==> src/rtl/stream_merge_sink_if.sv <==
// Handshake bundle between two result pipelines, the merge sink and its consumer.
// Ports: in_data_N/in_valid_N from pipeline N, out_ready from downstream;
//        out_data/out_src/out_valid to downstream, stall/overflow_err to both pipelines.
interface stream_merge_sink_if;
   logic [31:0] in_data_1;
   logic        in_valid_1;
   logic [31:0] in_data_2;
   logic        in_valid_2;
   logic        out_ready;
   logic [31:0] out_data;
   logic        out_src;
   logic        out_valid;
   logic        stall;
   logic        overflow_err;

   // Sink side: the merge block itself.
   modport slave (
      input  in_data_1, in_valid_1, in_data_2, in_valid_2, out_ready,
      output out_data, out_src, out_valid, stall, overflow_err
   );

   // Driver side: pipelines plus downstream consumer (or a testbench).
   modport master (
      output in_data_1, in_valid_1, in_data_2, in_valid_2, out_ready,
      input  out_data, out_src, out_valid, stall, overflow_err
   );
endinterface

==> src/rtl/stream_merge_sink.sv <==
// Merges two 32-bit result streams through per-source FIFOs into one registered output.
// Ports: clk, reset (sync, active-high), bus (stream_merge_sink_if.slave).
// Latency: word written at edge t reaches out_data after edge t+1; stall asserted from next-state counts.
module stream_merge_sink #(
   parameter int DEPTH      = 4,
   parameter int HIGH_WATER = DEPTH - 1
) (
   input  logic                clk,
   input  logic                reset,
   stream_merge_sink_if.slave  bus
);

   localparam int AW = $clog2(DEPTH);
   localparam int CW = AW + 1;
   localparam logic [CW-1:0] FULL_CNT = CW'(DEPTH);
   localparam logic [CW-1:0] HW_CNT   = CW'(HIGH_WATER);
   localparam logic [AW-1:0] PTR_ONE  = AW'(1);

   logic [31:0]   mem_1 [DEPTH];
   logic [31:0]   mem_2 [DEPTH];
   logic [AW-1:0] wr_ptr_1, rd_ptr_1, wr_ptr_2, rd_ptr_2;
   logic [CW-1:0] count_1, count_2, next_count_1, next_count_2;
   logic          last_grant;   // 0 = source 1 granted last, 1 = source 2

   logic ne_1, ne_2, full_1, full_2, load;
   logic pop_1, pop_2, push_1, push_2, drop;

   always_comb begin
      ne_1   = (count_1 != '0);
      ne_2   = (count_2 != '0);
      full_1 = (count_1 == FULL_CNT);
      full_2 = (count_2 == FULL_CNT);
      load   = !bus.out_valid || bus.out_ready;
      // Round-robin: under contention grant the source not served last.
      pop_1  = load && ne_1 && (!ne_2 ||  last_grant);
      pop_2  = load && ne_2 && (!ne_1 || !last_grant);
      // A full FIFO still accepts when the same edge pops it.
      push_1 = bus.in_valid_1 && (!full_1 || pop_1);
      push_2 = bus.in_valid_2 && (!full_2 || pop_2);
      drop   = (bus.in_valid_1 && !push_1) || (bus.in_valid_2 && !push_2);
      next_count_1 = count_1 + {{AW{1'b0}}, push_1} - {{AW{1'b0}}, pop_1};
      next_count_2 = count_2 + {{AW{1'b0}}, push_2} - {{AW{1'b0}}, pop_2};
   end

   // Storage is not reset; counts and pointers alone define what is valid.
   always_ff @(posedge clk) begin
      if (!reset) begin
         if (push_1) mem_1[wr_ptr_1] <= bus.in_data_1;
         if (push_2) mem_2[wr_ptr_2] <= bus.in_data_2;
      end
   end

   always_ff @(posedge clk) begin
      if (reset) begin
         wr_ptr_1         <= '0;
         rd_ptr_1         <= '0;
         wr_ptr_2         <= '0;
         rd_ptr_2         <= '0;
         count_1          <= '0;
         count_2          <= '0;
         last_grant       <= 1'b1;
         bus.out_valid    <= 1'b0;
         bus.out_data     <= '0;
         bus.out_src      <= 1'b0;
         bus.stall        <= 1'b0;
         bus.overflow_err <= 1'b0;
      end else begin
         if (push_1) wr_ptr_1 <= wr_ptr_1 + PTR_ONE;
         if (push_2) wr_ptr_2 <= wr_ptr_2 + PTR_ONE;
         if (pop_1)  rd_ptr_1 <= rd_ptr_1 + PTR_ONE;
         if (pop_2)  rd_ptr_2 <= rd_ptr_2 + PTR_ONE;
         count_1 <= next_count_1;
         count_2 <= next_count_2;

         if (load) begin
            bus.out_valid <= pop_1 || pop_2;
            if (pop_1) begin
               bus.out_data <= mem_1[rd_ptr_1];
               bus.out_src  <= 1'b0;
               last_grant   <= 1'b0;
            end else if (pop_2) begin
               bus.out_data <= mem_2[rd_ptr_2];
               bus.out_src  <= 1'b1;
               last_grant   <= 1'b1;
            end
         end

         bus.stall <= (next_count_1 >= HW_CNT) || (next_count_2 >= HW_CNT);
         if (drop) bus.overflow_err <= 1'b1;
      end
   end

endmodule

==> src/flat_wrapper.sv <==
// flat-port wrapper written by rule: the top's interface ports become plain ports
module stream_merge_sink_flat 
#(
   parameter int DEPTH      = 4,
   parameter int HIGH_WATER = DEPTH - 1
)
  (clk, reset, bus_in_data_1, bus_in_valid_1, bus_in_data_2, bus_in_valid_2, bus_out_ready, bus_out_data, bus_out_src, bus_out_valid, bus_stall, bus_overflow_err);
  stream_merge_sink_if bus_i ();
  input  logic clk;
  input  logic reset;
  input wire logic [$bits(bus_i.in_data_1)-1:0] bus_in_data_1;
  input wire logic [$bits(bus_i.in_valid_1)-1:0] bus_in_valid_1;
  input wire logic [$bits(bus_i.in_data_2)-1:0] bus_in_data_2;
  input wire logic [$bits(bus_i.in_valid_2)-1:0] bus_in_valid_2;
  input wire logic [$bits(bus_i.out_ready)-1:0] bus_out_ready;
  output wire logic [$bits(bus_i.out_data)-1:0] bus_out_data;
  output wire logic [$bits(bus_i.out_src)-1:0] bus_out_src;
  output wire logic [$bits(bus_i.out_valid)-1:0] bus_out_valid;
  output wire logic [$bits(bus_i.stall)-1:0] bus_stall;
  output wire logic [$bits(bus_i.overflow_err)-1:0] bus_overflow_err;
  assign bus_i.in_data_1 = bus_in_data_1;
  assign bus_i.in_valid_1 = bus_in_valid_1;
  assign bus_i.in_data_2 = bus_in_data_2;
  assign bus_i.in_valid_2 = bus_in_valid_2;
  assign bus_i.out_ready = bus_out_ready;
  assign bus_out_data = bus_i.out_data;
  assign bus_out_src = bus_i.out_src;
  assign bus_out_valid = bus_i.out_valid;
  assign bus_stall = bus_i.stall;
  assign bus_overflow_err = bus_i.overflow_err;
  stream_merge_sink #(.DEPTH(DEPTH), .HIGH_WATER(HIGH_WATER)) u_core (.clk(clk), .reset(reset), .bus(bus_i));
endmodule
==> config.mk <==
export PLATFORM = sky130hd
export DESIGN_NAME = stream_merge_sink_flat
export DESIGN_NICKNAME = d
export VERILOG_FILES = /design/src/rtl/stream_merge_sink_if.sv /design/src/rtl/stream_merge_sink.sv /design/src/flat_wrapper.sv
export SDC_FILE = /design/constraint.sdc
export NUM_CORES = 1
export LEC_CHECK = 0
export BUFFER_PORTS_ARGS = -buffer_cell sky130_fd_sc_hd__buf_4
export CAP_MARGIN = 20
export CORE_ASPECT_RATIO = 0.6
export CORE_MARGIN = 10
export CORE_UTILIZATION = 60
export CTS_CLUSTER_DIAMETER = 150
export DETAILED_ROUTE_END_ITERATION = 8
export PLACE_DENSITY = 0.8
export SLEW_MARGIN = 20
export SYNTH_ARGS = -nofsm -noshare
export SYNTH_HDL_FRONTEND = slang
export SYNTH_SLANG_ARGS = --single-unit
export TNS_END_PERCENT = 10
==> constraint.sdc <==
create_clock -name clk -period 5.83 [get_ports clk]
set_clock_uncertainty 0.05 [all_clocks]
set_input_delay 1.166 -clock clk [delete_from_list [all_inputs] [get_ports clk]]
set_output_delay 1.166 -clock clk [all_outputs]
set_load 0.01 [all_outputs]
==> reports/metrics.csv, run 1 <==
stage,metric,value,unit
pwr,Clock power frac,0.285,
grt,first-pass GRT wire length,35.87,mm
pwr,total power,6139,uW
drt,Vias,6052,
pwr,switching power,1768,uW
floorplanning,Initial Utilization,0.6115,
yosys,number of synthesized flops with an enable pin,256,
setup_path,Worst Path Buf+Inv,4,
clock_tree,clk sinks,311,
placement,# port buffers,104,
yosys,sequential area share after synthesis,0.7532,
timing,final hold violation count,0,
pwr,Seq pwr share,0.457,
grt,largest net degree at the start of global routing,57,
floorplanning,row count,39,
layout,Syn-to-layout area delta,16.90,%
setup_path,Worst Reg2Reg Path Length in Cells,12,
timing,Final Max Slew Viols,0,
floorplanning,die width,200.0,um
grt,initial antenna violation count,0,
layout,share of cells above drive strength 1,0.3065,
yosys,ys flop type,edfxtp_1,
timing,fin crit share,0.6288,
setup_path,"critical path fanouts, max",36,
yosys,Synth cell types,42,
clock_tree,"Reg clk slew, reported paths",0.07,ns
yosys,syn avg cell area,18.73,sq um
pwr,Worst IR Drop VDD,322.6,uV
placement,RePlAce Congestion,0.8529,
timing,count of final setup violators,0,
clock_tree,Num CTS Buffers,27,
clock_tree,clk_lat worst skew,0.53,ns
grt,vias in the first global route,6304,
yosys,syn_nets,706,
timing,fmax,0.2728,GHz
drt,routed vias/inst,5.916,
grt,GRT Total Usage,0.1827,
layout,"most common cell after layout, fill and taps aside",edfxtp_1,
timing,post-route setup TNS,0,ns
clock_tree,# H-tree levels,1,
drt,DRT Pass-1 Iters,5,
grt,GR Overflow Total,0,
timing,Rel. slew slack,0.3408,
placement,dpl hpwl,15.22,mm
floorplanning,chip height,128.0,um
clock_tree,Post-CTS Setup Repair Bufs,0,
pwr,Pint,4371,uW
yosys,Post-synth ARST share,0,
clock_tree,hold buffers post-CTS,0,
drt,number of nets with antenna violations after routing,0,
yosys,cells after synthesis,623,
timing,Worst Tran Pin Value,0.9877,ns
yosys,cell taking the most area after synthesis,edfxtp_1,
floorplanning,Die ar.,25610,sq um
setup_path,Top delay family on crit path,adder cells,
hold_path,WHS Path Cells,2,
setup_path,"Slowest-stage cell, CP",ha_1,
pwr,PwrDens,450.1,nW/um^2
drt,initial drt markers,470,
setup_path,Worst EP required,6.20,ns
setup_path,stages on the worst setup path,13,
floorplanning,Ports,105,
floorplanning,core outline area,19080,sq um
drt,post-DR wirelength/cell,22.68,um
setup_path,WS Path Type,input port to flip-flop,
job,MaxCap Viol Count,0,
yosys,"Cell Area, Synth",11670,sq um
layout,NumNets Final,819,
setup_path,Setup crit end kind,flip-flop,
setup_path,startpoint types,input port,
yosys,Area contributors post-synth,"edfxtp_1 (66%), mux4_2 (12%), dfxtp_1 (9.4%), nand2_1 (1.9%), a31oi_1 (1.5%)",
run_status,status,"complete, no violations",
pwr,Leakage,0.004693,uW
yosys,Ys Warns,0,
hold_path,Hold Path Class,flip-flop to flip-flop,
pwr,Sw Share,0.2880,
layout,most frequent cells in the layout,"edfxtp_1 (256), buf_4 (117), mux4_2 (64)",
pwr,Combinational Power Share,0.259,
yosys,Synth top area share,0.6589,
layout,ant diodes,0,
setup_path,crit path cell chain,buf_4 -> nand2b_1 -> o211ai_2 -> buf_4 -> inv_2 -> ha_1 -> inv_1 -> ha_1 -> fa_1 -> xnor2_1 -> xnor2_1 -> nor2_1 -> or3_1,
drt,# DRC,0,
drt,drt total wl,23.21,mm
timing,"Min Clock Period, post-route",3.666,ns
clock_tree,TritonCTS clock tree,built,
timing,RSZ-0062 raised after global routing,no,
setup_path,Worst path max stage delay,0.40,ns
setup_path,WP data arrival,4.03,ns
clock_tree,CTS root buffer,clkbuf_16,
clock_tree,clk buf depth,3,
clock_tree,CTS resizes,0,
yosys,"flops & latches, synth",311,
==> metal layers <==
layer	GRT usage	up-vias	wire, um
li1	-	2695	-
met1	0.2576	3111	9886
met2	0.2817	209	11110
met3	0.04719	37	1763
met4	0.04433	0	442
met5	0	-	0
==> worst paths after layout <==
check	start	end	slack, ns
worst max-delay path	bus_out_ready	u_core.bus.stall	2.16
worst min-delay path	u_core.bus.out_src	u_core.bus.out_src	0.44
worst max register to register	u_core.count_2[1]	u_core.bus.stall	2.26
worst min register to register	u_core.bus.out_src	u_core.bus.out_src	0.44
==> stage by stage <==
step	hold WS, ns	instance area, sq um	setup WS (ns)	util	std cells
2_1_floorplan	0.4091	11670	2.386	-	623
5_1_grt	0.4802	13640	2.008	0.7149	1023
3_5_place_dp	0.4289	12730	1.646	0.6675	972
4_1_cts	0.4440	13610	2.196	0.7134	1022
3_3_place_gp	0.4225	12730	1.784	0.6675	972
6_report	0.4433	13640	2.164	0.7149	1023
==> flip-flops by register name (all words and copies together), names as in the netlist, named ones only <==
register	flops
u_core.count_2	3
u_core.mem_1	128
u_core.count_1	3
u_core.wr_ptr_1	2
u_core.mem_2	128
u_core.bus.overflow_err	1
u_core.bus.out_data	32
u_core.bus.stall	1
u_core.rd_ptr_2	2
u_core.rd_ptr_1	2
u_core.last_grant	1
u_core.bus.out_valid	1
u_core.bus.out_src	1
u_core.wr_ptr_2	2
==> synthesized netlist by cell type (2+ instances only) <==
| library cell | count |
|---|---|
| a21oi_1 | 5 |
| a222oi_1 | 4 |
| a31oi_1 | 28 |
| and3_1 | 8 |
| buf_2 | 12 |
| buf_4 | 2 |
| clkbuf_1 | 19 |
| dfxtp_1 | 55 |
| edfxtp_1 | 256 |
| fa_1 | 2 |
| ha_1 | 12 |
| inv_1 | 14 |
| mux4_2 | 64 |
| nand2_1 | 58 |
| nor2_1 | 18 |
| nor2b_1 | 4 |
| nor3_1 | 3 |
| o2111ai_1 | 2 |
| o21ai_0 | 29 |
| o31ai_1 | 2 |
| or3_1 | 2 |
| xnor2_1 | 4 |
==> power groups by stage <==
stage               Combinational (uW)  Clock (uW)  Sequential, uW
floorplan                         1030           0            2840
global placement                  1510           0            2830
detailed placement                1560           0            2850
CTS                               1570        1770            2800
global route                      1740        1860            2830
finish                            1590        1750            2800
==> tightest hold or removal path: cells and delay by family, from the launching register on <==
family | cells | cell delay (ns)
DFF | 1 | 0.33
and+or+nand+nor | 1 | 0.07
AOI/OAI and AO/OA | 1 | 0.06
==> layout make-up <==
cell class,instances,area [sq um]
fill,1140,5440
clock inverter,5,52.55
tap,266,332.8
timing repair buffer,118,905.9
inverter,15,56.30
sequential,311,8791
clock buffer,45,824.5
multi-input combinational,263,2676
==> logic make-up after synthesis <==
kind of cell / synth area share
flops: 0.7532
buf+inv: 0.01834
fa+ha+maj: 0.01630
mux: 0.1255
compound gates: 0.04547
simple gates: 0.03743
xor+xnor: 0.003753
Note: power is estimated with default switching activity, not from simulation.
==> run 2, diff against run 1 <==
- CORE_UTILIZATION: 60 -> 59
- PLACE_DENSITY: 0.8 -> 0.79
- clock period: 5.83 -> 3.5 ns (I/O delays scaled with it)
==> run 2 against run 1 <==
  * Design area rose by 0.19%
  * Clock power rose by 69%
  * Die area rose by 1.5%
  * First-iteration DRC count rose by 6.8%
  * Critical path depth fell by 2
  * Largest power group unchanged
  * Worst setup slack got worse by 1.6 ns
  * Register-to-register slack got worse by 1.7 ns
  * Critical endpoint unchanged
  * Flip-flop and latch count did not move
==> reports/metrics.csv, run 2 (same netlist as run 1, synthesis figures left out) <==
stage,metric,value,unit
clock_tree,TritonCTS clock tree,built,
grt,initial antenna violation count,0,
pwr,Worst IR Drop VDD,530.9,uV
placement,# port buffers,104,
setup_path,reg2reg setup slack,0.53,ns
setup_path,WS Path Type,flip-flop to flip-flop,
floorplanning,Die ar.,25980,sq um
placement,area post-placement,12770,sq um
timing,RSZ-0062 raised after global routing,no,
clock_tree,clk sinks,311,
clock_tree,CTS resizes,0,
grt,vias in the first global route,6485,
grt,GR Overflow Total,0,
grt,largest net degree at the start of global routing,36,
floorplanning,die width,201.5,um
clock_tree,# H-tree levels,1,
layout,Syn-to-layout area delta,17.13,%
drt,Vias,6081,
setup_path,Worst EP required,3.86,ns
timing,post-route setup TNS,0,ns
drt,drt total wl,23.74,mm
layout,most frequent cells in the layout,"edfxtp_1 (256), buf_4 (122), mux4_2 (64)",
grt,GRT Total Usage,0.1820,
layout,biggest regs,"u_core.mem_1 x128, u_core.mem_2 x128, u_core.bus.out_data x32",
drt,DRT Pass-1 Iters,6,
floorplanning,core outline area,19230,sq um
setup_path,WP data arrival,3.33,ns
drt,post-DR wirelength/cell,23.12,um
clock_tree,Num CTS Buffers,27,
timing,Final Max Slew Viols,0,
floorplanning,chip height,128.9,um
pwr,PwrDens,754.4,nW/um^2
setup_path,Top delay family on crit path,simple AND/OR/NAND/NOR gates,
setup_path,Worst path max stage delay,0.43,ns
timing,Worst Tran Pin Value,0.7658,ns
drt,# DRC,0,
drt,routed vias/inst,5.921,
setup_path,crit path cell chain,or3_4 -> a211oi_4 -> ha_1 -> inv_1 -> ha_1 -> inv_1 -> fa_1 -> xor2_1 -> and2_1 -> nor3_1 -> or3_1,
layout,Finished Cell Area,13670,sq um
timing,"Min Clock Period, post-route",2.973,ns
grt,first-pass GRT wire length,36.91,mm
clock_tree,clk_lat worst skew,0.54,ns
timing,final hold violation count,0,
setup_path,FF-to-FF End,u_core.bus.stall,
drt,initial drt markers,502,
setup_path,Worst Reg2Reg Path Length in Cells,11,
clock_tree,hold buffers post-CTS,0,
layout,ant diodes,0,
job,MaxCap Viol Count,0,
timing,fin crit share,0.8494,
hold_path,Hold EP,u_core.mem_2[1][9],
clock_tree,Post-CTS Setup Repair Bufs,0,
setup_path,reg2reg start,u_core.count_1[1],
pwr,total power,10310,uW
layout,NumNets Final,823,
timing,Rel. slew slack,0.4883,
floorplanning,Ports,105,
layout,"most common cell after layout, fill and taps aside",edfxtp_1,
drt,number of nets with antenna violations after routing,0,
setup_path,"critical path fanouts, max",5,
timing,count of final setup violators,0,
layout,Fillers,1204,
clock_tree,clk buf depth,3,
timing,hold_ws,0.3110,ns
setup_path,Worst Path Buf+Inv,2,
floorplanning,row count,39,
pwr,Leakage,0.004715,uW
run_status,status,"complete, no violations",
timing,fmax,0.3364,GHz
setup_path,"Slowest-stage cell, CP",or3_4,
clock_tree,CTS root buffer,clkbuf_16,
hold_path,WHS Path Cells,1,
placement,dpl hpwl,15.42,mm
hold_path,Hold Path Class,input port to flip-flop,
clock_tree,"Reg clk slew, reported paths",0.07,ns
layout,share of cells above drive strength 1,0.3127,
hold_path,HP Start,bus_in_data_2[9],
setup_path,Setup crit end kind,flip-flop,
setup_path,startpoint types,flip-flop,
placement,RePlAce Congestion,0.8251,
floorplanning,Initial Utilization,0.6069,
[run 2: changes by cell type in the layout (fill, tap and decap cells not counted)]
cell       change
clkbuf_8       +1
clkbuf_16      -1
buf_16         -1
clkbuf_1       -2
clkinv_2       +1
bufinv_16      +1
buf_4          +5
[run 2: power by group]
part           switching [uW]  internal, uW
Clock                    1240          1720
Sequential                301          4430
Combinational            1440          1170
[run 2: per-stage QoR]
stage / instances / setup WS [ns] / utilization
floorplan: 623 / 0.5222 / -
global placement: 977 / 0.4481 / 0.6643
detailed placement: 977 / 0.3847 / 0.6643
CTS: 1027 / 0.5297 / 0.7108
global route: 1027 / 0.3755 / 0.7108
finish: 1027 / 0.5270 / 0.7108
[run 2: worst max path at each step]
stage,start,endpoint,cells past startpoint
2_1_floorplan,bus_out_ready,u_core.bus.stall,12
3_3_place_gp,bus_out_ready,u_core.bus.stall,12
3_5_place_dp,bus_out_ready,u_core.bus.stall,12
4_1_cts,u_core.count_1[1],u_core.bus.stall,11
5_1_grt,u_core.count_1[1],u_core.bus.stall,11
6_report,u_core.count_1[1],u_core.bus.stall,11
[run 2: layer usage]
layer / global-route usage / share of wire / wire, um
met4: 0.04531 / 0.019 / 445
met1: 0.2470 / 0.43 / 10160
met5: 0 / 0 / 0
met3: 0.04511 / 0.075 / 1776
met2: 0.2941 / 0.48 / 11360
[run 2: worst register-to-register path: stages, from the launching register on]
cell	delay, ns
dfxtp_1	0.36
or3_4	0.43
a211oi_4	0.35
ha_1	0.29
inv_1	0.06
ha_1	0.14
inv_1	0.06
fa_1	0.40
xor2_1	0.17
and2_1	0.14
nor3_1	0.05
or3_1	0.37
[run 2: area by class of cell]
| class | count | area, sq um | share of cell area |
|---|---|---|---|
| clock buffer | 43 | 805.8 | 0.05896 |
| clock inverter | 7 | 87.58 | 0.006409 |
| inverter | 15 | 56.30 | 0.004120 |
| multi-input combinational | 263 | 2676 | 0.1958 |
| sequential | 311 | 8791 | 0.6433 |
| tap | 266 | 332.8 | 0.02435 |
| timing repair buffer | 122 | 915.9 | 0.06702 |
==> run 3, diff against run 2 <==
- clock period: 3.5 -> 3.1 ns (I/O delays scaled with it)
==> run 3 against run 2 <==
  * Clock power grew 13%
  * Design area grew 0.28%
  * Cell count grew 0.39%
  * Non-clock buffer count grew 4
  * Hold slack lost 0.075 ns
  * Sequential share of layout area shrank 0.18 points
  * Critical path type unchanged
==> reports/metrics.csv, run 3 (same netlist as run 1, synthesis figures left out) <==
stage,metric,value,unit
run_status,status,"complete, no violations",
clock_tree,CTS root buffer,clkbuf_16,
clock_tree,Post-CTS Setup Repair Bufs,0,
timing,RSZ-0062 raised after global routing,no,
setup_path,FF-to-FF End,u_core.bus.stall,
clock_tree,hold buffers post-CTS,0,
floorplanning,Die ar.,25980,sq um
setup_path,Worst Reg2Reg Path Length in Cells,11,
layout,Syn-to-layout area delta,17.46,%
pwr,Leakage,0.004731,uW
grt,initial antenna violation count,0,
timing,Worst Tran Pin Value,0.5623,ns
grt,GRT Total Usage,0.1770,
drt,routed vias/inst,5.828,
drt,# DRC,0,
timing,fmax,0.3406,GHz
setup_path,"critical path fanouts, max",12,
grt,first-pass GRT wire length,36.24,mm
hold_path,WHS Path Cells,1,
layout,NumNets Final,827,
timing,count of final setup violators,0,
timing,"Min Clock Period, post-route",2.936,ns
placement,DP Worst Slack,0.1661,ns
setup_path,WP data arrival,3.29,ns
placement,RePlAce Congestion,0.8390,
pwr,Worst IR Drop VDD,514.6,uV
layout,most frequent cells in the layout,"edfxtp_1 (256), buf_4 (124), mux4_2 (64)",
floorplanning,Ports,105,
drt,drt total wl,23.31,mm
setup_path,startpoint types,flip-flop,
layout,share of cells above drive strength 1,0.3111,
layout,ant diodes,0,
grt,vias in the first global route,6469,
hold_path,Hold Path Class,input port to flip-flop,
grt,GR Overflow Total,0,
drt,DRT Pass-1 Iters,5,
floorplanning,chip height,128.9,um
placement,dpl hpwl,15.41,mm
drt,initial drt markers,390,
layout,biggest regs,"u_core.mem_1 x128, u_core.mem_2 x128, u_core.bus.out_data x32",
setup_path,reg2reg setup slack,0.16,ns
setup_path,reg2reg start,u_core.count_1[0],
clock_tree,clk buf depth,3,
clock_tree,# H-tree levels,1,
clock_tree,CTS resizes,0,
drt,number of nets with antenna violations after routing,0,
setup_path,Worst EP required,3.46,ns
floorplanning,Initial Utilization,0.6069,
floorplanning,core outline area,19230,sq um
timing,post-route setup slack,0.1640,ns
timing,Final Max Slew Viols,0,
placement,# port buffers,104,
timing,post-route setup TNS,0,ns
setup_path,Setup crit end kind,flip-flop,
layout,"most common cell after layout, fill and taps aside",edfxtp_1,
clock_tree,"Reg clk slew, reported paths",0.07,ns
clock_tree,clk_lat worst skew,0.53,ns
drt,Vias,6009,
timing,fin crit share,0.9471,
hold_path,HP Start,bus_in_data_1[22],
timing,Rel. slew slack,0.6251,
hold_path,Hold EP,u_core.mem_1[2][22],
clock_tree,Num CTS Buffers,27,
clock_tree,clk sinks,311,
floorplanning,die width,201.5,um
floorplanning,row count,39,
job,MaxCap Viol Count,0,
drt,post-DR wirelength/cell,22.61,um
setup_path,WS Path Type,flip-flop to flip-flop,
timing,final hold violation count,0,
pwr,PwrDens,849.9,nW/um^2
clock_tree,TritonCTS clock tree,built,
grt,largest net degree at the start of global routing,41,
run 3: worst max-delay path: stages, from the launching register on:
cell	delay, ns
dfxtp_1	0.33
or3_4	0.40
a211oi_4	0.27
buf_4	0.24
o21a_4	0.19
ha_1	0.15
inv_1	0.05
fa_1	0.38
xor2_1	0.18
and2_1	0.15
nor3_1	0.06
or3_1	0.38
run 3: metal layers:
layer,part of all wire,wire length [um],global-route usage
met4,0.022,503,0.04443
met5,0,0,0
met3,0.061,1417,0.03910
met1,0.44,10340,0.2438
met2,0.47,11050,0.2853
run 3: where the power goes:
group / total (uW) / internal (uW) / leakage [uW] / switching (uW)
Sequential: 5330 / 5010 / 0.00278 / 320
Clock: 3330 / 1930 / 0.000429 / 1390
Combinational: 2990 / 1360 / 0.00152 / 1630
Total: 11600 / 8300 / 0.00473 / 3340
run 3: how the worst max path moves through the flow:
stage	from	end	slack, ns	cells after the start
4_1_cts	u_core.count_1[0]	u_core.bus.stall	0.16	11
2_1_floorplan	bus_out_ready	u_core.bus.stall	0.20	12
3_5_place_dp	bus_out_ready	u_core.bus.stall	0.17	12
3_3_place_gp	bus_out_ready	u_core.bus.stall	0.25	12
6_report	u_core.count_1[0]	u_core.bus.stall	0.16	11
5_1_grt	u_core.count_2[1]	u_core.bus.stall	0.05	11
run 3: metrics by stage:
step                cell area [sq um]  hold slack (ns)  utilization  cells  power [uW]
floorplan                       11670           0.4091            -    623        7288
global placement                12830           0.4186       0.6672    981        8283
detailed placement              12830           0.4532       0.6672    981        8416
CTS                             13700           0.2181       0.7128   1031       11760
global route                    13700           0.2249       0.7128   1031       12190
finish                          13700           0.2356       0.7128   1031       11650
run 3: final cells by class:
cell class                 count  area, sq um
clock buffer                  34        701.9
clock inverter                16        175.2
fill                        1211         5522
inverter                      15        56.30
multi-input combinational    263         2676
sequential                   311         8791
tap                          266        332.8
timing repair buffer         126        970.9
